===== src/rtl/seg_pkg.sv =====
// Shared constants for the seven-segment scan controller.
package seg_pkg;

    // Hex-to-segment table, active-high, bit order {g,f,e,d,c,b,a}.
    localparam logic [6:0] HEX7SEG [16] = '{
        7'h3F, 7'h06, 7'h5B, 7'h4F,   // 0 1 2 3
        7'h66, 7'h6D, 7'h7D, 7'h07,   // 4 5 6 7
        7'h7F, 7'h6F, 7'h77, 7'h7C,   // 8 9 A b
        7'h39, 7'h5E, 7'h79, 7'h71    // C d E F
    };

    // Dark patterns in active-high form; output polarity is applied later.
    localparam logic [7:0]  SEG_OFF = 8'h00;
    localparam logic [15:0] AN_OFF  = 16'h0000;

endpackage


===== src/rtl/seg_scan_ctrl_if.sv =====
// Display data in, multiplexed segment/anode drive out.
interface seg_scan_ctrl_if #(
    parameter int NUM_DIGITS = 8,
    parameter int PWM_BITS   = 4
);
    logic [4*NUM_DIGITS-1:0] digits_i;
    logic [NUM_DIGITS-1:0]   dp_i;
    logic [NUM_DIGITS-1:0]   blank_i;
    logic [NUM_DIGITS-1:0]   blink_mask_i;
    logic [PWM_BITS-1:0]     bright_i;
    logic [7:0]              seg_o;
    logic [NUM_DIGITS-1:0]   an_o;
    logic                    frame_o;

    // Host side: supplies display data, observes the drive pins.
    modport master (
        output digits_i, dp_i, blank_i, blink_mask_i, bright_i,
        input  seg_o, an_o, frame_o
    );

    // Controller side.
    modport slave (
        input  digits_i, dp_i, blank_i, blink_mask_i, bright_i,
        output seg_o, an_o, frame_o
    );
endinterface


===== src/rtl/seg7_hex_dec.sv =====
// Combinational hex nibble to active-high seven-segment decoder.
module seg7_hex_dec
    import seg_pkg::*;
(
    input  logic [3:0] hex_i,
    output logic [6:0] seg_o
);
    assign seg_o = HEX7SEG[hex_i];
endmodule


===== src/rtl/seg_scan_ctrl.sv =====
// Time-multiplexed seven-segment scanner with per-frame shadowing,
// dead-time blanking, PWM brightness and blink.
module seg_scan_ctrl
    import seg_pkg::*;
#(
    parameter int NUM_DIGITS   = 8,
    parameter int SCAN_DIV     = 65536,
    parameter int BLINK_FRAMES = 48,
    parameter int PWM_BITS     = 4,
    parameter int DEAD_CYC     = 4,
    parameter int ACTIVE_LOW   = 1
) (
    input  logic            clk,
    input  logic            rst,
    seg_scan_ctrl_if.slave  bus
);
    localparam int SW = $clog2(SCAN_DIV);
    localparam int DW = $clog2(NUM_DIGITS);
    localparam int FW = (BLINK_FRAMES > 1) ? $clog2(BLINK_FRAMES) : 1;

    localparam logic [SW-1:0] SLOT_LAST = SW'(SCAN_DIV - 1);
    localparam logic [DW-1:0] DIG_LAST  = DW'(NUM_DIGITS - 1);
    localparam logic [FW-1:0] FRM_LAST  = FW'(BLINK_FRAMES - 1);
    localparam logic [SW-1:0] DEAD      = SW'(DEAD_CYC);

    localparam logic [7:0]            SEG_POL = (ACTIVE_LOW != 0) ? 8'hFF : 8'h00;
    localparam logic [NUM_DIGITS-1:0] AN_POL  = (ACTIVE_LOW != 0) ? '1 : '0;

    // Scan / blink state
    logic [SW-1:0] slot_cnt_q, slot_cnt_d;
    logic [DW-1:0] dig_idx_q,  dig_idx_d;
    logic [FW-1:0] frm_cnt_q,  frm_cnt_d;
    logic          blink_ph_q, blink_ph_d;

    // Per-frame shadow copies of the display data
    logic [4*NUM_DIGITS-1:0] dig_sh_q,   dig_sh_d;
    logic [NUM_DIGITS-1:0]   dp_sh_q,    dp_sh_d;
    logic [NUM_DIGITS-1:0]   blank_sh_q, blank_sh_d;
    logic [NUM_DIGITS-1:0]   blink_sh_q, blink_sh_d;

    // Output registers (already polarity-adjusted)
    logic [7:0]            seg_q, seg_d;
    logic [NUM_DIGITS-1:0] an_q,  an_d;
    logic                  frame_q, frame_d;

    logic       slot_last, dig_last, wrap;
    logic [3:0] nib;
    logic [6:0] seg7;
    logic       pwm_on, lit;

    assign slot_last = (slot_cnt_q == SLOT_LAST);
    assign dig_last  = (dig_idx_q == DIG_LAST);
    assign wrap      = slot_last && dig_last;

    assign nib = dig_sh_q[{dig_idx_q, 2'b00} +: 4];

    seg7_hex_dec u_dec (
        .hex_i (nib),
        .seg_o (seg7)
    );

    // Counter and shadow next-state; shadows reload on the edge that returns the scan to digit 0.
    always_comb begin
        slot_cnt_d = slot_last ? '0 : slot_cnt_q + 1'b1;
        dig_idx_d  = dig_idx_q;
        frm_cnt_d  = frm_cnt_q;
        blink_ph_d = blink_ph_q;
        dig_sh_d   = dig_sh_q;
        dp_sh_d    = dp_sh_q;
        blank_sh_d = blank_sh_q;
        blink_sh_d = blink_sh_q;
        if (slot_last) begin
            dig_idx_d = dig_last ? '0 : dig_idx_q + 1'b1;
        end
        if (wrap) begin
            frm_cnt_d  = (frm_cnt_q == FRM_LAST) ? '0 : frm_cnt_q + 1'b1;
            blink_ph_d = (frm_cnt_q == FRM_LAST) ? ~blink_ph_q : blink_ph_q;
            dig_sh_d   = bus.digits_i;
            dp_sh_d    = bus.dp_i;
            blank_sh_d = bus.blank_i;
            blink_sh_d = bus.blink_mask_i;
        end
    end

    // Lit decision for the current slot. Brightness is used live rather
    // than shadowed, so a dimming change lands within one cycle and a
    // fresh reset (shadows all zero) still shows "0" at full brightness.
    always_comb begin
        pwm_on  = (bus.bright_i == '1) || (slot_cnt_q[SW-1 -: PWM_BITS] < bus.bright_i);
        lit     = (slot_cnt_q >= DEAD) && pwm_on && !blank_sh_q[dig_idx_q]
                  && !(blink_sh_q[dig_idx_q] && blink_ph_q);
        seg_d   = SEG_OFF ^ SEG_POL;
        an_d    = AN_OFF[NUM_DIGITS-1:0] ^ AN_POL;
        frame_d = wrap;
        if (lit) begin
            seg_d            = {dp_sh_q[dig_idx_q], seg7} ^ SEG_POL;
            an_d             = AN_POL;
            an_d[dig_idx_q]  = ~AN_POL[0];
        end
    end

    // Scan counters, blink phase and shadow registers.
    always_ff @(posedge clk) begin
        if (rst) begin
            slot_cnt_q <= '0;
            dig_idx_q  <= '0;
            frm_cnt_q  <= '0;
            blink_ph_q <= 1'b0;
            dig_sh_q   <= '0;
            dp_sh_q    <= '0;
            blank_sh_q <= '0;
            blink_sh_q <= '0;
        end else begin
            slot_cnt_q <= slot_cnt_d;
            dig_idx_q  <= dig_idx_d;
            frm_cnt_q  <= frm_cnt_d;
            blink_ph_q <= blink_ph_d;
            dig_sh_q   <= dig_sh_d;
            dp_sh_q    <= dp_sh_d;
            blank_sh_q <= blank_sh_d;
            blink_sh_q <= blink_sh_d;
        end
    end

    // Output registers: one cycle behind the counters, dark during reset.
    always_ff @(posedge clk) begin
        if (rst) begin
            seg_q   <= SEG_OFF ^ SEG_POL;
            an_q    <= AN_OFF[NUM_DIGITS-1:0] ^ AN_POL;
            frame_q <= 1'b0;
        end else begin
            seg_q   <= seg_d;
            an_q    <= an_d;
            frame_q <= frame_d;
        end
    end

    assign bus.seg_o   = seg_q;
    assign bus.an_o    = an_q;
    assign bus.frame_o = frame_q;

endmodule

===== src/flat_wrapper.sv =====
// flat-port wrapper written by rule: the top's interface ports become plain ports
module seg_scan_ctrl_flat import seg_pkg::*;
#(
    parameter int NUM_DIGITS   = 8,
    parameter int SCAN_DIV     = 65536,
    parameter int BLINK_FRAMES = 48,
    parameter int PWM_BITS     = 4,
    parameter int DEAD_CYC     = 4,
    parameter int ACTIVE_LOW   = 1
)
  (clk, rst, bus_digits_i, bus_dp_i, bus_blank_i, bus_blink_mask_i, bus_bright_i, bus_seg_o, bus_an_o, bus_frame_o);
  seg_scan_ctrl_if #(.NUM_DIGITS(NUM_DIGITS), .PWM_BITS(PWM_BITS)) bus_i ();
  input  logic clk;
  input  logic rst;
  input wire logic [$bits(bus_i.digits_i)-1:0] bus_digits_i;
  input wire logic [$bits(bus_i.dp_i)-1:0] bus_dp_i;
  input wire logic [$bits(bus_i.blank_i)-1:0] bus_blank_i;
  input wire logic [$bits(bus_i.blink_mask_i)-1:0] bus_blink_mask_i;
  input wire logic [$bits(bus_i.bright_i)-1:0] bus_bright_i;
  output wire logic [$bits(bus_i.seg_o)-1:0] bus_seg_o;
  output wire logic [$bits(bus_i.an_o)-1:0] bus_an_o;
  output wire logic [$bits(bus_i.frame_o)-1:0] bus_frame_o;
  assign bus_i.digits_i = bus_digits_i;
  assign bus_i.dp_i = bus_dp_i;
  assign bus_i.blank_i = bus_blank_i;
  assign bus_i.blink_mask_i = bus_blink_mask_i;
  assign bus_i.bright_i = bus_bright_i;
  assign bus_seg_o = bus_i.seg_o;
  assign bus_an_o = bus_i.an_o;
  assign bus_frame_o = bus_i.frame_o;
  seg_scan_ctrl #(.NUM_DIGITS(NUM_DIGITS), .SCAN_DIV(SCAN_DIV), .BLINK_FRAMES(BLINK_FRAMES), .PWM_BITS(PWM_BITS), .DEAD_CYC(DEAD_CYC), .ACTIVE_LOW(ACTIVE_LOW)) u_core (.clk(clk), .rst(rst), .bus(bus_i));
endmodule

===== config.mk =====
export PLATFORM = sky130hd
export DESIGN_NAME = seg_scan_ctrl_flat
export DESIGN_NICKNAME = d
export VERILOG_FILES = /design/src/rtl/seg_pkg.sv /design/src/rtl/seg_scan_ctrl_if.sv /design/src/rtl/seg7_hex_dec.sv /design/src/rtl/seg_scan_ctrl.sv /design/src/flat_wrapper.sv
export SDC_FILE = /design/constraint.sdc
export NUM_CORES = 1
export LEC_CHECK = 0
export CAP_MARGIN = 5
export CORE_MARGIN = 4
export CORE_UTILIZATION = 52
export CTS_CLUSTER_DIAMETER = 60
export CTS_CLUSTER_SIZE = 10
export DETAILED_ROUTE_END_ITERATION = 10
export PLACE_DENSITY = 0.84
export SLEW_MARGIN = 30
export SYNTH_ARGS = -nofsm -noshare
export SYNTH_HDL_FRONTEND = slang
export SYNTH_SLANG_ARGS = --single-unit

===== constraint.sdc =====
create_clock -name clk -period 3 [get_ports clk]
set_input_delay 0.6 -clock clk [delete_from_list [all_inputs] [get_ports clk]]
set_output_delay 0.6 -clock clk [all_outputs]
set_load 0.02 [all_outputs]

# Yosys cells after proc, flatten, opt, wreduce, memory -nomap -nowiden
# Memory sizes are Yosys's and may differ from the RTL's.
# Index checks and enable logic that the tools add are counted.
# word_totals
ff_bits	99
latchBits	0
ram_bits	0
rom_bits	112
input_bits	62
out_inout_bits	17
elab_cells	54
mem_count	1
# memory_table
memory	depth	width	read_ports	rd_clocked_by_memory_dff	wr	line	rtl
(no name shown)	16	7	1	0	0	seg7_hex_dec.sv:8	assign seg_o = HEX7SEG[hex_i];
# op_classes
n_addsub	3
n_mul	0
div_mod_pow	0
order_cmp	5
n_eq_ne	4
shift	1
mux	12
bitwise	5
reduce_logical	12
# op_table
op	n
indexed part select 32 x 6 -> 4 bit	1
adder 16 x 1 -> 16 bit (second input constant)	1
equality test 16 bit (second input constant)	1
greater-or-equal comparator 16 x 3 -> 1 bit (second input constant)	1
inverter 8 bit	2
2-to-1 mux 7 bit	2
binary-select mux 1 bit (select 3 bit)	3
adder 6 x 1 -> 6 bit (second input constant)	1
equality test 6 bit (second input constant)	1
logical AND 1 bit	6
2-to-1 mux 6 bit	1
greater-or-equal comparator 5 bit (second input constant)	1
inverter 4 -> 5 bit	1
equality test 4 bit (second input constant)	1
less-than comparator 3 x 4 -> 1 bit (second input constant)	1
less-than comparator 4 bit	1
2-to-1 mux 1 bit	4
OR reduction 2 bit	2
adder 3 x 1 -> 3 bit (second input constant)	1
demux 1 bit (select 3 bit)	1
equality test 3 bit (second input constant)	1
greater-or-equal comparator 3 x 1 -> 1 bit (second input constant)	1
2-to-1 mux 3 bit	1
zero test 1 bit	2
3 further kinds	4

# Logic depth before layout (Yosys ltp)
# Gate-level depths: netlist of the first run.
# depth
ltp_word	7
ltp_mapped	11
depth_no_buf	8

# Modules after synthesis
# From an unflattened synthesis of the first run, not the netlist that was laid out.
# hier_totals
hier_cells	555
hier_area_um2	4745.8
# modules_own_cells
mod	instances	cells_each	area_per_inst_um2	seq_area_each_um2
seg_scan_ctrl	1	522	4455.5	1981.9
seg7_hex_dec	1	33	290.3	0.0

# Least setup slack after synthesis of the first run
# Ideal clock, no wire load.
# synth_timing
kind	register -> register
from	register u_core.dig_idx_q[0]
to	register u_core.seg_q[0] (netlist: u_core.bus.seg_o[0])
setup_ns	0.124
arrival_ns	2.241
required_ns	2.876
slack_ns	0.635
path_stages_with_launch	9
n_path_buf	2
synth_period_minus_slack_ns	2.365
path_cell_list	dfxtp_1 -> buf_2 -> buf_2 -> mux4_2 -> a21oi_1 -> inv_1 -> ha_1 -> nor3_1 -> o31ai_2
# synth_via
elab_chain_cells	7
elab_cells_between_ends	17
cone_classes	shift: 1; mux: 6; bitwise: 3; reduce/logical: 6; memory: 1
# synth_rtl
item	line	rtl
start: declaration	seg_scan_ctrl.sv:31	logic [DW-1:0] dig_idx_q, dig_idx_d;
start signal: assignment	seg_scan_ctrl.sv:115	dig_idx_q <= dig_idx_d;
branches (longest 7 deep; another with memory read (16 x 7 bit))	n/a	
end signal: assignment	seg_scan_ctrl.sv:128	seg_q <= SEG_OFF ^ SEG_POL;
end signal: assignment	seg_scan_ctrl.sv:132	seg_q <= seg_d;
end: declaration	seg_scan_ctrl.sv:42	logic [7:0] seg_q, seg_d;
# Several ways; the timed one is not identified. The select of a mux whose other input is x is not followed.
# A chain may end at the register's enable or synchronous reset.

# Worst setup path in the final report of the first run
# layout_timing
from	register u_core.dig_idx_q[1]
to	register u_core.dig_sh_q[26]
# layout_via
elab_chain_cells	2
# layout_rtl
item	line	rtl
equality test 3 bit	seg_scan_ctrl.sv:52	assign dig_last = (dig_idx_q == DIG_LAST);
logical AND 1 bit	seg_scan_ctrl.sv:53	assign wrap = slot_last && dig_last;
end signal: assignment	seg_scan_ctrl.sv:118	dig_sh_q <= dig_sh_d;
end: declaration	seg_scan_ctrl.sv:36	logic [4*NUM_DIGITS-1:0] dig_sh_q, dig_sh_d;
# Every way passes these cells.

==> results.cfg, run 1 <==
[outcome]
status = finished, final reports clean

[global_routing]
overflow = 0
use_met1_pct = 24.8
grt_use_met3_pct = 2.78
antenna_found_initial = 0
top_usage_layer = met2
gr-usage-all-layers_pct = 20.0
grt_max_degree = 71
grt_pass1_wl_mm = 16.5
grt_pass1_vias = 3703
met2_usage_pct = 34.4

[cts]
path_clk_slew_ns = 0.10
clock_path_buffers = 2
cts_tree = yes
postCtsHoldBufs = 0
root_buffer = clkbuf_8
clock_latency_ns = 0.37
cts_setup_buffers = 0
cts.sinks = 99
cts_buffers = 9
cts_resized = 0
h-tree-depth = 3

[yosys]
synth_area_um2 = 4410
async_flop_share_pct = 0
yosysSeqAreaShare_pct = 44.9
synth-seq-cells = 99
ys_types = 53
avgSynthCellArea_um2 = 8.35
synth_nets = 603
yosys_warnings = 0
synthFlopType = dfxtp_1
synth_cells = 528
synth_edf_count = 0

[critical_path]
cp.arrival_ns = 2.79
critPathRequiredTime_ns = 3.30
crit_type = register to register
max_stage_delay_ns = 0.75
cp_cell_sequence = buf_4 > ha_1 > ha_1 > and3_2 > buf_12 > nand2_1 > a21oi_1
slowest_stage = dfxtp_1
endpoint_kind = register
r2r_start = u_core.dig_idx_q[1]
path_common_cell = ha_1
critPathMaxFanout = 47
startpoint = u_core.dig_idx_q[1]
start_kind = register

[pwr]
p_per_area_nw_per_um2 = 430
p_clk_share_pct = 37.6
p_sw_uw = 535
seq_power_share_pct = 56.7
p_comb_share_pct = 5.7
total_power_uw = 2340
swShare_pct = 22.9
ir_drop_uv = 224
leakagePower_uw = 0.00188
p_int_uw = 1800

[floorplan]
fp.coreArea_um2 = 8220
die_area_um2 = 10000
die_w_um = 100
start_util_pct = 53.7
design.portCount = 79
rows = 33
die_y_um = 100

[detailed_routing]
antenna_left = 0
drc = 0
wl_mm = 10.1
firstDrtPassIters = 4
vias = 3843
post_drt_via_cell_ratio = 5.47
wl_per_cell_um = 14.3
drtIter0Drc = 167

[timing]
setup_viol = 0
tightest_slew_ns = 0.770
hold_violations = 0
rsz0062_at_grt = false
slew_violations = 0
slew-limit-headroom_pct = 48.6
fmax_mhz = 400
fin_crit_sh_pct = 83.3
fin_skew_ns = 0.00812
fin_crit_ns = 2.50
finalSetupTns_ns = 0

[place]
port_buffers = 78
place_hpwl_mm = 7.13
gp_congestion = 0.801

[finish]
diodes = 0
most-common-layout-cells = nand2_1, dfxtp_1, clkdlybuf4s50_1, a21oi_1, nor2_1
syn2layout_area_growth_pct = 23.4
drive_gt1_share_pct = 7.71
final_common_cell = nand2_1
nNetsFinal = 667

[worst_hold_path]
worstHoldPathType = register to register
min_from = u_core.blink_sh_q[7]

[run]
maxCapViolations = 0
==> power groups by stage <==
stage	clock network, µW	registers (µW)	logic (µW)
2_1_floorplan	0	1360	32.7
3_3_place_gp	0	1360	132
3_5_place_dp	0	1360	134
4_1_cts	890	1330	134
5_1_grt	933	1330	143
6_report	881	1330	133
==> area by class of cell <==
cell class                      count  area, µm²
Inverter                           11       41.3
Clock inverter                      7       81.3
Tap cell                          105        131
Multi-Input combinational cell    382       2210
Clock buffer                        9        124
Timing Repair Buffer               89        871
Fill cell                         679       2770
Sequential cell                    99       1980
==> cell usage after synthesis, types with 7 or more instances <==
master / count / share of area [%]
a21oi_1: 70 / 7.9
buf_2: 11 / 1.2
clkbuf_1: 19 / 1.6
dfxtp_1: 99 / 45
ha_1: 13 / 3.7
inv_1: 10 / 0.85
mux2i_1: 13 / 3.0
nand2_1: 132 / 11
nand3_1: 13 / 1.5
nand3b_1: 8 / 1.4
nor2_1: 37 / 3.1
o21ai_0: 9 / 1.0
xnor2_1: 7 / 1.4
xor2_1: 9 / 1.8
==> per-stage QoR <==
stage	hold WS [ns]	util, %	setup slack (ns)	instances	area, µm²
CTS	0.459	66.2	0.504	702	5440
finish	0.457	66.2	0.501	702	5440
global placement	0.438	63.7	0.438	686	5240
detailed placement	0.446	63.7	0.395	686	5240
global route	0.470	66.2	0.304	702	5440
floorplan	0.427	-	0.635	528	4410
==> layer usage <==
layer	wire length, µm	share of wire [%]
met1	4350	43
met2	5010	50
met3	469	4.7
met4	220	2.2
met5	0	0
==> kinds of logic (layout without fill, tap and decap cells) <==
group           count (synthesis)  in the layout  synth area share [%]
buf+inv                        47            116                  4.91
simple gates                  231            231                  24.1
fa+ha+maj                      13             13                  3.69
xor+xnor                       16             16                  3.18
flops                          99             99                  44.9
mux                            19             19                  5.85
compound gates                103            103                  13.4
==> worst max-delay path: cells and delay by family, from the launching register on <==
family	cells	cell delay, ns
simple gates	2	0.49
buf+inv	2	0.56
fa+ha+maj	2	0.43
compound gates	1	0.17
flops	1	0.75
==> sequential cells by signal, indices dropped and copies added (netlist names) <==
| name | count |
|---|---|
| u_core.frm_cnt_q | 6 |
| u_core.blank_sh_q | 8 |
| u_core.blink_sh_q | 8 |
| u_core.blink_ph_q | 1 |
| u_core.bus.frame_o | 1 |
| u_core.dig_sh_q | 32 |
| u_core.dig_idx_q | 3 |
| u_core.slot_cnt_q | 16 |
| u_core.dp_sh_q | 8 |
| u_core.bus.seg_o | 8 |
| u_core.bus.an_o | 8 |
==> final timing paths <==
check                           slack, ns              endpoint  cells past startpoint
worst max-delay path                 0.50   u_core.dig_sh_q[26]                      7
worst min register to register       0.46  u_core.blink_sh_q[7]                      2
worst max register to register       0.50   u_core.dig_sh_q[26]                      7
worst min-delay path                 0.46  u_core.blink_sh_q[7]                      2
No activity file was read; power rests on OpenSTA's default activity.
==> inputs of run 2 (changes only) <==
--- a/config.mk
+++ b/config.mk
@@ -7,11 +7,11 @@
 export LEC_CHECK = 0
 export CAP_MARGIN = 5
 export CORE_MARGIN = 4
-export CORE_UTILIZATION = 52
+export CORE_UTILIZATION = 47
 export CTS_CLUSTER_DIAMETER = 60
 export CTS_CLUSTER_SIZE = 10
 export DETAILED_ROUTE_END_ITERATION = 10
-export PLACE_DENSITY = 0.84
+export PLACE_DENSITY = 0.8
 export SLEW_MARGIN = 30
 export SYNTH_ARGS = -nofsm -noshare
 export SYNTH_HDL_FRONTEND = slang
==> constraint.sdc (replaced) <==
create_clock -name clk -period 2.09 [get_ports clk]
set_input_delay 0.418 -clock clk [delete_from_list [all_inputs] [get_ports clk]]
set_output_delay 0.418 -clock clk [all_outputs]
set_load 0.02 [all_outputs]
==> run 2 against run 1 <==
  * Via count grew 1.2%
  * Clock skew grew 0.00088 ns
  * Maximum frequency is 26% higher
  * Sequential share of layout area shrank 1.6 points
  * First-iteration DRC count grew 32%
  * Total power rose by 45%
  * Core utilization fell by 3.9 points
  * Clock-buffer cell count is 4 higher
  * Sequential power is 43% higher
  * Non-clock buffer count up 18
  * Routed wire length increased by 4.0%
  * Critical endpoint is now u_core.bus.seg_o[0]
==> results.cfg, run 2 (same netlist as run 1, synthesis figures left out) <==
[outcome]
status = finished, final reports clean

[cts]
cts_buffers = 9
path_clk_slew_ns = 0.09
postCtsHoldBufs = 0
root_buffer = clkbuf_8
cts_tree = yes
clock_latency_ns = 0.35
cts.sinks = 99
h-tree-depth = 3
clock_path_buffers = 2

[finish]
top_regs = u_core.dig_sh_q x32, u_core.slot_cnt_q x16
most-common-layout-cells = nand2_1, dfxtp_1, clkdlybuf4s50_1, a21oi_1, nor2_1
fin_area_um2 = 5730
ff_latch_area_um2 = 1990
nNetsFinal = 685
fillCellCount = 790
syn2layout_area_growth_pct = 30.0
drive_gt1_share_pct = 12.0
final_common_cell = nand2_1
fin_cells = 726
multi_input_area_um2 = 2250
largest_reg_flops = 32
top_register = u_core.dig_sh_q
diodes = 0

[detailed_routing]
post_drt_via_cell_ratio = 5.36
wl_per_cell_um = 14.4
drc = 0
drtIter0Drc = 221
antenna_left = 0
firstDrtPassIters = 4
wl_mm = 10.5
vias = 3889

[critical_path]
slowest_stage = mux4_2
critPathRequiredTime_ns = 2.37
r2r_cells = 6
endpoint_kind = register
r2r_end = u_core.bus.seg_o[0]
startpoint = u_core.dig_idx_q[1]
max_stage_delay_ns = 0.53
critPathMaxFanout = 7
r2r_start = u_core.dig_idx_q[1]
cp_cell_sequence = buf_4 > mux4_2 > mux2_4 > and2_4 > nor2b_1 > o31ai_2
crit_type = register to register
start_kind = register
critPathCapture = u_core.bus.seg_o[0]
reg2reg_slack_ns = 0.11
cp.arrival_ns = 2.25

[timing]
fin_skew_ns = 0.00900
slew-limit-headroom_pct = 68.6
tightest_slew_ns = 0.472
fin_crit_ns = 1.98
slew_violations = 0
setup_viol = 0
fmax_mhz = 505
fin_crit_sh_pct = 94.7
setup_slack_ns = 0.111
rsz0062_at_grt = true
finalSetupTns_ns = 0
hold_violations = 0

[worst_hold_path]
worstHoldPathType = register to register

[pwr]
leakagePower_uw = 0.00200
p_per_area_nw_per_um2 = 590
ir_drop_uv = 394

[global_routing]
top_usage_layer = met2
grt_max_degree = 71
overflow = 0
grt_use_met3_pct = 3.03
gr-usage-all-layers_pct = 18.8
grt_pass1_vias = 3783
met2_usage_pct = 33.1
antenna_found_initial = 0
use_met1_pct = 23.3
grt_pass1_wl_mm = 17.2

[place]
place_ws_ns = -0.336
port_buffers = 78
placed_area_um2 = 5420
gp_congestion = 0.841
dp.cells = 706
place_hpwl_mm = 7.23

[floorplan]
start_util_pct = 47.9
design.portCount = 79
die_w_um = 105
rows = 35
die_y_um = 105
fp.coreArea_um2 = 9200
die_area_um2 = 11000

[run]
maxCapViolations = 0
run 2: changes by cell type in the layout (fill, tap and decap cells not counted), moves of 2 or more:
cell	change
dfxtp_1	-6
buf_4	+11
buf_12	+5
dfxtp_2	+4
clkbuf_8	+3
dfxtp_4	+2
inv_6	-4
run 2: area by class of cell:
cell class                 instances  share of cell area, %
clock buffer                      13                   2.95
timing repair buffer             107                   19.0
tap                              111                   2.42
multi-input combinational        382                   39.3
sequential                        99                   34.8
clock inverter                     3                  0.786
inverter                          11                  0.721
run 2: what timing repair did:
action,4_1_cts,5_1_grt
setup buffers,0,3
pin swaps,1,6
gates resized for setup,3,13
gates cloned,0,1
endpoints found under the setup margin,3,88
run 2: report_power, final:
part           switching, µW  internal [µW]  total [µW]
clock network            624            653        1280
logic                   72.4            131         204
registers               8.73           1890        1900
run 2: worst min path at each step:
stage	from	to	depth (start not counted)
2_1_floorplan	u_core.blink_sh_q[0]	u_core.blink_sh_q[0]	2
3_3_place_gp	u_core.dig_sh_q[16]	u_core.dig_sh_q[16]	2
3_5_place_dp	u_core.blink_sh_q[0]	u_core.blink_sh_q[0]	2
4_1_cts	u_core.blink_sh_q[0]	u_core.blink_sh_q[0]	2
5_1_grt	u_core.dig_sh_q[1]	u_core.dig_sh_q[1]	2
6_report	u_core.blink_sh_q[0]	u_core.blink_sh_q[0]	2
run 2: worst max-delay path: cells and delay by family (launching register included):
kind	cells	cell delay [ns]
muxes	2	0.86
DFF	1	0.36
and+or+nand+nor	2	0.32
AOI/OAI and AO/OA	1	0.20
buffers and inverters	1	0.17
run 2: layer usage:
layer | wire [µm] | vias to the layer above | share of wire [%]
met3 | 415 | 11 | 4.0
met4 | 115 | 0 | 1.1
met2 | 5330 | 86 | 51
met1 | 4590 | 1832 | 44
li1 | - | 1960 | -
met5 | 0 | - | 0
run 2: per-stage QoR:
step	util (%)	power [µW]	hold slack [ns]
5_1_grt	62.3	3510	0.472
6_report	62.3	3380	0.453
3_5_place_dp	59.0	2150	0.441
4_1_cts	61.4	3400	0.454
2_1_floorplan	-	2000	0.427
3_3_place_gp	59.0	2140	0.437
